### src/rtl/tapa_global_fsm.sv
// tapa_global_fsm: top-level control FSM for the kernel.
// Takes the host ap_ctrl_hs handshake, latches the kernel scalars, broadcasts
// a start pulse to every task FSM, then waits for all task done flags before
// pulsing a global done to the task FSMs and the host.
// Optional RUN-state timeout: define TAPA_GLOBAL_FSM_TIMEOUT_EN.
module tapa_global_fsm #(
  parameter int NUM_TASKS      = 4,
  parameter int TIMEOUT_CYCLES = 1048576
) (
  input  logic                 ap_clk,
  input  logic                 ap_rst_n,
  input  logic                 ap_start,
  output logic                 ap_ready,
  output logic                 ap_done,
  output logic                 ap_idle,
  output logic                 ap_error,
  input  logic [63:0]          s_output_mmap_offset,
  input  logic [31:0]          s_seq_len,
  output logic [63:0]          global_fsm_s_output_mmap_offset,
  output logic [31:0]          global_fsm_s_seq_len,
  output logic                 global_fsm_ap_start,
  output logic                 global_fsm_ap_done,
  input  logic [NUM_TASKS-1:0] task_is_done,
  output logic [31:0]          run_cycles
);

  typedef enum logic [1:0] {
    IDLE  = 2'b00,
    START = 2'b01,
    RUN   = 2'b11,
    DONE  = 2'b10
  } state_e;

  state_e      state_q, state_d;
  logic [63:0] offset_q, offset_d;
  logic [31:0] seq_len_q, seq_len_d;
  logic [31:0] run_cycles_q, run_cycles_d;
  logic        all_done;
  logic        timeout_hit;
  logic        accept;

  // Stale done flags are cleared by the task FSMs before RUN, so a plain
  // AND across the vector is enough to detect completion.
  assign all_done = &task_is_done;
  assign accept   = (state_q == IDLE) && ap_start;

`ifdef TAPA_GLOBAL_FSM_TIMEOUT_EN
  localparam logic [32:0] TimeoutLimit = 33'(TIMEOUT_CYCLES);

  logic error_q;

  // run_cycles_q counts the RUN cycles already finished, so +1 is the
  // current one; the extra bit keeps the compare safe at saturation.
  assign timeout_hit = (({1'b0, run_cycles_q} + 33'd1) >= TimeoutLimit);

  // Sticky timeout flag: cleared when the next run is accepted so it reads 0
  // during START, set when RUN gives up without a full done vector.
  always_ff @(posedge ap_clk or negedge ap_rst_n) begin
    if (!ap_rst_n) begin
      error_q <= 1'b0;
    end else if (accept) begin
      error_q <= 1'b0;
    end else if ((state_q == RUN) && !all_done && timeout_hit) begin
      error_q <= 1'b1;
    end
  end

  assign ap_error = error_q;
`else
  localparam int unused_timeout_cycles = TIMEOUT_CYCLES;

  assign timeout_hit = 1'b0;
  assign ap_error    = 1'b0;
`endif

  // State, latched scalars and RUN-cycle counter; reset forces IDLE at once.
  always_ff @(posedge ap_clk or negedge ap_rst_n) begin
    if (!ap_rst_n) begin
      state_q      <= IDLE;
      offset_q     <= 64'd0;
      seq_len_q    <= 32'd0;
      run_cycles_q <= 32'd0;
    end else begin
      state_q      <= state_d;
      offset_q     <= offset_d;
      seq_len_q    <= seq_len_d;
      run_cycles_q <= run_cycles_d;
    end
  end

  // Next-state logic: IDLE -> START -> RUN -> DONE -> IDLE, with the scalar
  // latch on acceptance and a saturating cycle count while in RUN.
  always_comb begin
    state_d      = state_q;
    offset_d     = offset_q;
    seq_len_d    = seq_len_q;
    run_cycles_d = run_cycles_q;
    case (state_q)
      IDLE: begin
        if (ap_start) begin
          offset_d  = s_output_mmap_offset;
          seq_len_d = s_seq_len;
          state_d   = START;
        end
      end
      START: begin
        run_cycles_d = 32'd0;
        state_d      = RUN;
      end
      RUN: begin
        if (run_cycles_q != 32'hFFFF_FFFF) begin
          run_cycles_d = run_cycles_q + 32'd1;
        end
        if (all_done || timeout_hit) begin
          state_d = DONE;
        end
      end
      DONE: begin
        state_d = IDLE;
      end
      default: begin
        state_d = IDLE;
      end
    endcase
  end

  assign ap_idle                         = (state_q == IDLE);
  assign ap_ready                        = (state_q == START);
  assign global_fsm_ap_start             = (state_q == START);
  assign ap_done                         = (state_q == DONE);
  assign global_fsm_ap_done              = (state_q == DONE);
  assign global_fsm_s_output_mmap_offset = offset_q;
  assign global_fsm_s_seq_len            = seq_len_q;
  assign run_cycles                      = run_cycles_q;

endmodule

### config.mk
export PLATFORM = sky130hd
export DESIGN_NAME = tapa_global_fsm
export DESIGN_NICKNAME = d
export VERILOG_FILES = /design/src/rtl/tapa_global_fsm.sv
export SDC_FILE = /design/constraint.sdc
export NUM_CORES = 1
export LEC_CHECK = 0
export ABC_AREA = 0
export BUFFER_PORTS_ARGS = -buffer_cell sky130_fd_sc_hd__buf_2
export CAP_MARGIN = 25
export CELL_PAD_IN_SITES_DETAIL_PLACEMENT = 2
export CELL_PAD_IN_SITES_GLOBAL_PLACEMENT = 2
export CORE_UTILIZATION = 32
export DETAILED_ROUTE_END_ITERATION = 7
export PLACE_DENSITY_LB_ADDON = 0.1
export SETUP_SLACK_MARGIN = 0.05
export SYNTH_ARGS = -nofsm -noshare
export SYNTH_HDL_FRONTEND = slang
export SYNTH_SLANG_ARGS = --single-unit
### constraint.sdc
create_clock -name ap_clk -period 4.1 [get_ports ap_clk]
set_input_delay 0.82 -clock ap_clk [delete_from_list [all_inputs] [get_ports ap_clk]]
set_output_delay 0.82 -clock ap_clk [all_outputs]
set_load 0.005 [all_outputs]
Word-level counts from Yosys, hierarchy flattened
Cells that the tools add are included.
{ "classes": {"n_addsub": 1, "multipliers": 0, "div_mod_pow": 0, "n_lt_le_gt_ge": 0, "n_eq_ne": 7, "n_shift": 0, "mux": 5, "n_bitwise": 0, "reduce_logical": 6} }
{ "op_table": {"columns": ["cell", "count"], "rows": [
  ["$pmux 32 s2", 1],
  ["$add 32x1->32 const B", 1],
  ["$mux 32", 1],
  ["$ne 32x32->1 const B", 1],
  ["$pmux 2 s4", 1],
  ["$ne 2x2->1 const B", 3],
  ["$reduce_and 2->1", 3],
  ["$eq 2x2->1 const B", 2],
  ["$mux 2", 2],
  ["$reduce_and 4->1", 1],
  ["$eq 2x1->1 const B", 1],
  ["$logic_not 2->1", 1],
  ["$reduce_bool 2->1", 1]
]} }
{ "word_totals": {"regBits": 130, "latchBits": 0, "ramBits": 0, "rom_bits": 0, "out_inout_bits": 134, "wordCells": 23, "memories": 0} }

Logic depth before layout (Yosys ltp)
{ "depth": {"ltp_word": 3, "ltp_mapped": 7, "depth_no_buf": 6} }

Worst setup path before layout
OpenSTA, ideal clock, no wires.
{ "synth_timing": {"path_type": "in2reg", "start": "in ap_start", "end": "reg offset_q[0], in the netlist global_fsm_s_output_mmap_offset[0]", "setup_time_ps": 125, "arrival_time_ps": 1858, "setup_slack_ps": 2118, "path_stages": 5, "n_path_buf": 3, "path_cell_list": "and2_1 -> clkbuf_1 -> buf_2 -> buf_2 -> mux2_2"} }
{ "synth_between": {"elab_chain_len": 1} }
{ "synth_rtl": {"columns": ["item", "line", "text"], "rows": [
  ["start, declared", "12", "input logic ap_start,"],
  ["$reduce_and 2->1 (no source line)", null, null],
  ["end signal, assigned", "85", "offset_q <= offset_d;"],
  ["end, declared", "35", "logic [63:0] offset_q, offset_d;"]
]} }
Every way passes these cells.
A chain may end at the register's enable or synchronous reset.

Worst setup path in the final report
{ "layout_timing": {"start": "reg state_q[1]", "end": "out global_fsm_ap_done"} }
{ "layout_between": {"elab_chain_len": 1} }
{ "layout_rtl": {"columns": ["item", "line", "text"], "rows": [
  ["start, declared", "34", "state_e state_q, state_d;"],
  ["start signal, assigned", "84", "state_q <= state_d;"],
  ["$eq 2x2->1", "131", "assign global_fsm_ap_done = (state_q == DONE);"],
  ["end, declared", "22", "output logic global_fsm_ap_done,"]
]} }
Every way passes these cells.

==> metrics.yaml <==
synth_cell_types: 47
grt_max_degree: 86
synthMostInstantiatedCell: "dfrtp_1"
drt_iter0_markers: 87
crit_fanout: 17
ys_seq_area_share_pct: 58.14
synth_edf_count: 0
fin_crit_sh_pct: 67.56
area_delta_synth_final_pct: 34.75
die-area_um2: 18020
hold_path.class: "in -> async"
placementRows: 47
wire_per_inst_um: 19.79
nFillCells: 1777
slew_headroom_pct: 48.08
p_leak_nw: 3.679
drt_pass1_iterations: 4
post_cts_buffers: 0
rsz0062_at_grt: "false"
slew_violations: 0
r2r-start: "state_q[1]"
worstPathCellList: "inv_1 > nor2_1 > buf_2"
via_per_inst: 4.992
cp-end-kind: "output pin"
fmax_ghz: 0.3610
final-hold-violation-count: 0
hpwl_um: 13230
die_y_um: 134.2
ys_seq_elements: 130
tightest_slew_ns: 0.7788
htreeDepth: 4
coreArea_um2: 16820
cts_tree: "yes"
start_util_pct: 33.27
ir_worst_vdd_mv: 0.3125
pin_count: 237
startpoint: "state_q[1]"
syn_area_um2: 5595
gp_congestion: 0.7440
drcViolationCount: 0
place_ws_ns: 1.527
io_buffers: 235
wl_um: 17890
hold-worst-slack_ns: 0.4379
tns_ns: 0
max_stage_delay_ns: 0.75
finalSetupViolCount: 0
grt_overflow: 0
fin_util_pct: 44.83
cp.required_ns: 3.28
clk_path_buf_depth: 2
p_total_mw: 5.229
status: "finished, final reports clean"
synthTopCellsByCount: "dfrtp_1 (130), mux2_2 (96), nand2_1 (36), nand3_1 (20), o21ai_0 (19)"
die_x_um: 134.2
yosysTopAreaCell: "dfrtp_1"
synth_area_per_cell_um2: 12.72
clock_skew_ns: 0.007543
clkSinkCount: 130
cts_root_buf: "clkbuf_16"
ys.flop_type: "dfrtp_1"
drive_gt1_share_pct: 54.61
clk_latency_ns: 0.41
period_needed_ns: 2.770
postCtsHoldBufs: 0
grt_util_all_layers_pct: 20.23
crit_path_start_kind: "flop"
synth_fp_nets: 544
slowest_stage: "dfrtp_1"
setup_ws_ns: 1.330
synth_top_area_share_pct: 58.14
crit_type: "reg -> out"
grt_pass1_wl_um: 27790
numCtsBuffers: 17
critPathArrivalTime_ns: 1.95
vias: 4513
ys_warn_count: 0
ant_nets: 0
nets: 775
netlist_instances: 440
async_reset_ff_share_pct: 100.0
timing.max_cap.violations: 0
power_density_nw_per_um2: 693.5
grt_pass1_vias: 4876
ys_top_cells_by_area: "dfrtp_1 (58%), mux2_2 (19%), nand2_1 (2.4%)"
clkSlewWorstSetupHoldPaths_ns: 0.06
cts_resized: 0
antenna_found_initial: 1
## per-layer routing
| metal | up-vias | share of wire [%] | track usage (%) |
|---|---|---|---|
| met4 | 0 | 1.6 | 6.991 |
| met3 | 21 | 4.9 | 4.346 |
| met5 | - | 0 | 0 |
| met1 | 2269 | 42 | 24.57 |
| met2 | 157 | 51 | 35.35 |
| li1 | 2066 | - | - |
## layout make-up
class                           count  area [µm²]  area share, %
Multi-Input combinational cell    280        2210          29.31
Tap cell                          220       275.3          3.651
Clock buffer                       21       460.4          6.107
Inverter                            4       15.01         0.1991
Timing Repair Buffer              238        1214          16.10
Sequential cell                   130        3253          43.15
Antenna cell                        1       2.502        0.03319
Clock inverter                     10       110.1          1.460
## power breakdown
group | switching (mW) | internal, mW | total, mW
Sequential | 0.314 | 1.80 | 2.11
Clock | 0.546 | 0.919 | 1.47
Combinational | 0.774 | 0.880 | 1.65
## path summary, 6_finish.rpt
path / end / cells after the start / slack (ns)
min reg2reg: global_fsm_s_output_mmap_offset[1] / 1 / 0.50
max reg2reg: global_fsm_s_output_mmap_offset[61] / 4 / 1.63
max: global_fsm_ap_done / 3 / 1.33
min in group ap_clk: global_fsm_s_output_mmap_offset[1] / 1 / 0.50
min: global_fsm_s_output_mmap_offset[8] / 1 / 0.44
max in group asynchronous: global_fsm_s_seq_len[14] / 2 / 2.77
## metrics by stage
| stage | cell area, µm² | cells |
|---|---|---|
| after floorplan | 5595 | 440 |
| after global placement | 6967 | 872 |
| after detailed placement | 6967 | 872 |
| after CTS | 7537 | 903 |
| after global routing | 7540 | 904 |
| final | 7540 | 904 |
## critical path, delay by kind of cell, from the launching register on
family / cells / cell delay (ns)
AND/OR/NAND/NOR: 1 / 0.24
flip-flops: 1 / 0.75
buffers and inverters: 2 / 0.55
## state kept, by name (all words and copies together) (netlist names)
signal / cells
global_fsm_s_output_mmap_offset: 64
state_q: 2
run_cycles: 32
global_fsm_s_seq_len: 32
## logic make-up (layout without fill, tap and decap cells)
kind of cell	count (synthesis)	after routing	synth area share, %
DFF	130	130	58.14
AOI/OAI and AO/OA	52	52	6.351
other	1	2	0.06702
and+or+nand+nor	123	123	12.23
buffers and inverters	30	273	2.415
muxes	103	103	20.57
adders and majority gates	1	1	0.2236
## cells in the final DEF (no fill, tap or decap), drive strengths merged, types with 2 or more instances in the layout
master  netlist  layout
and2          6       6
buf          15     238
nand2        37      37
clkinv        0       7
o21ai        19      19
a22o          6       6
or2           2       2
dfrtp       130     130
nand3        20      20
nand4        14      14
and3          6       6
nand2b        2       2
o211ai        2       2
clkbuf       11      21
and4         11      11
nor3          3       3
mux2i         7       7
nor2         17      17
a21oi         5       5
a31oi         3       3
inv           4       4
mux2         96      96
bufinv        0       2
o311ai        7       7
o31ai         3       3
No activity file was read; power rests on OpenSTA's default activity.
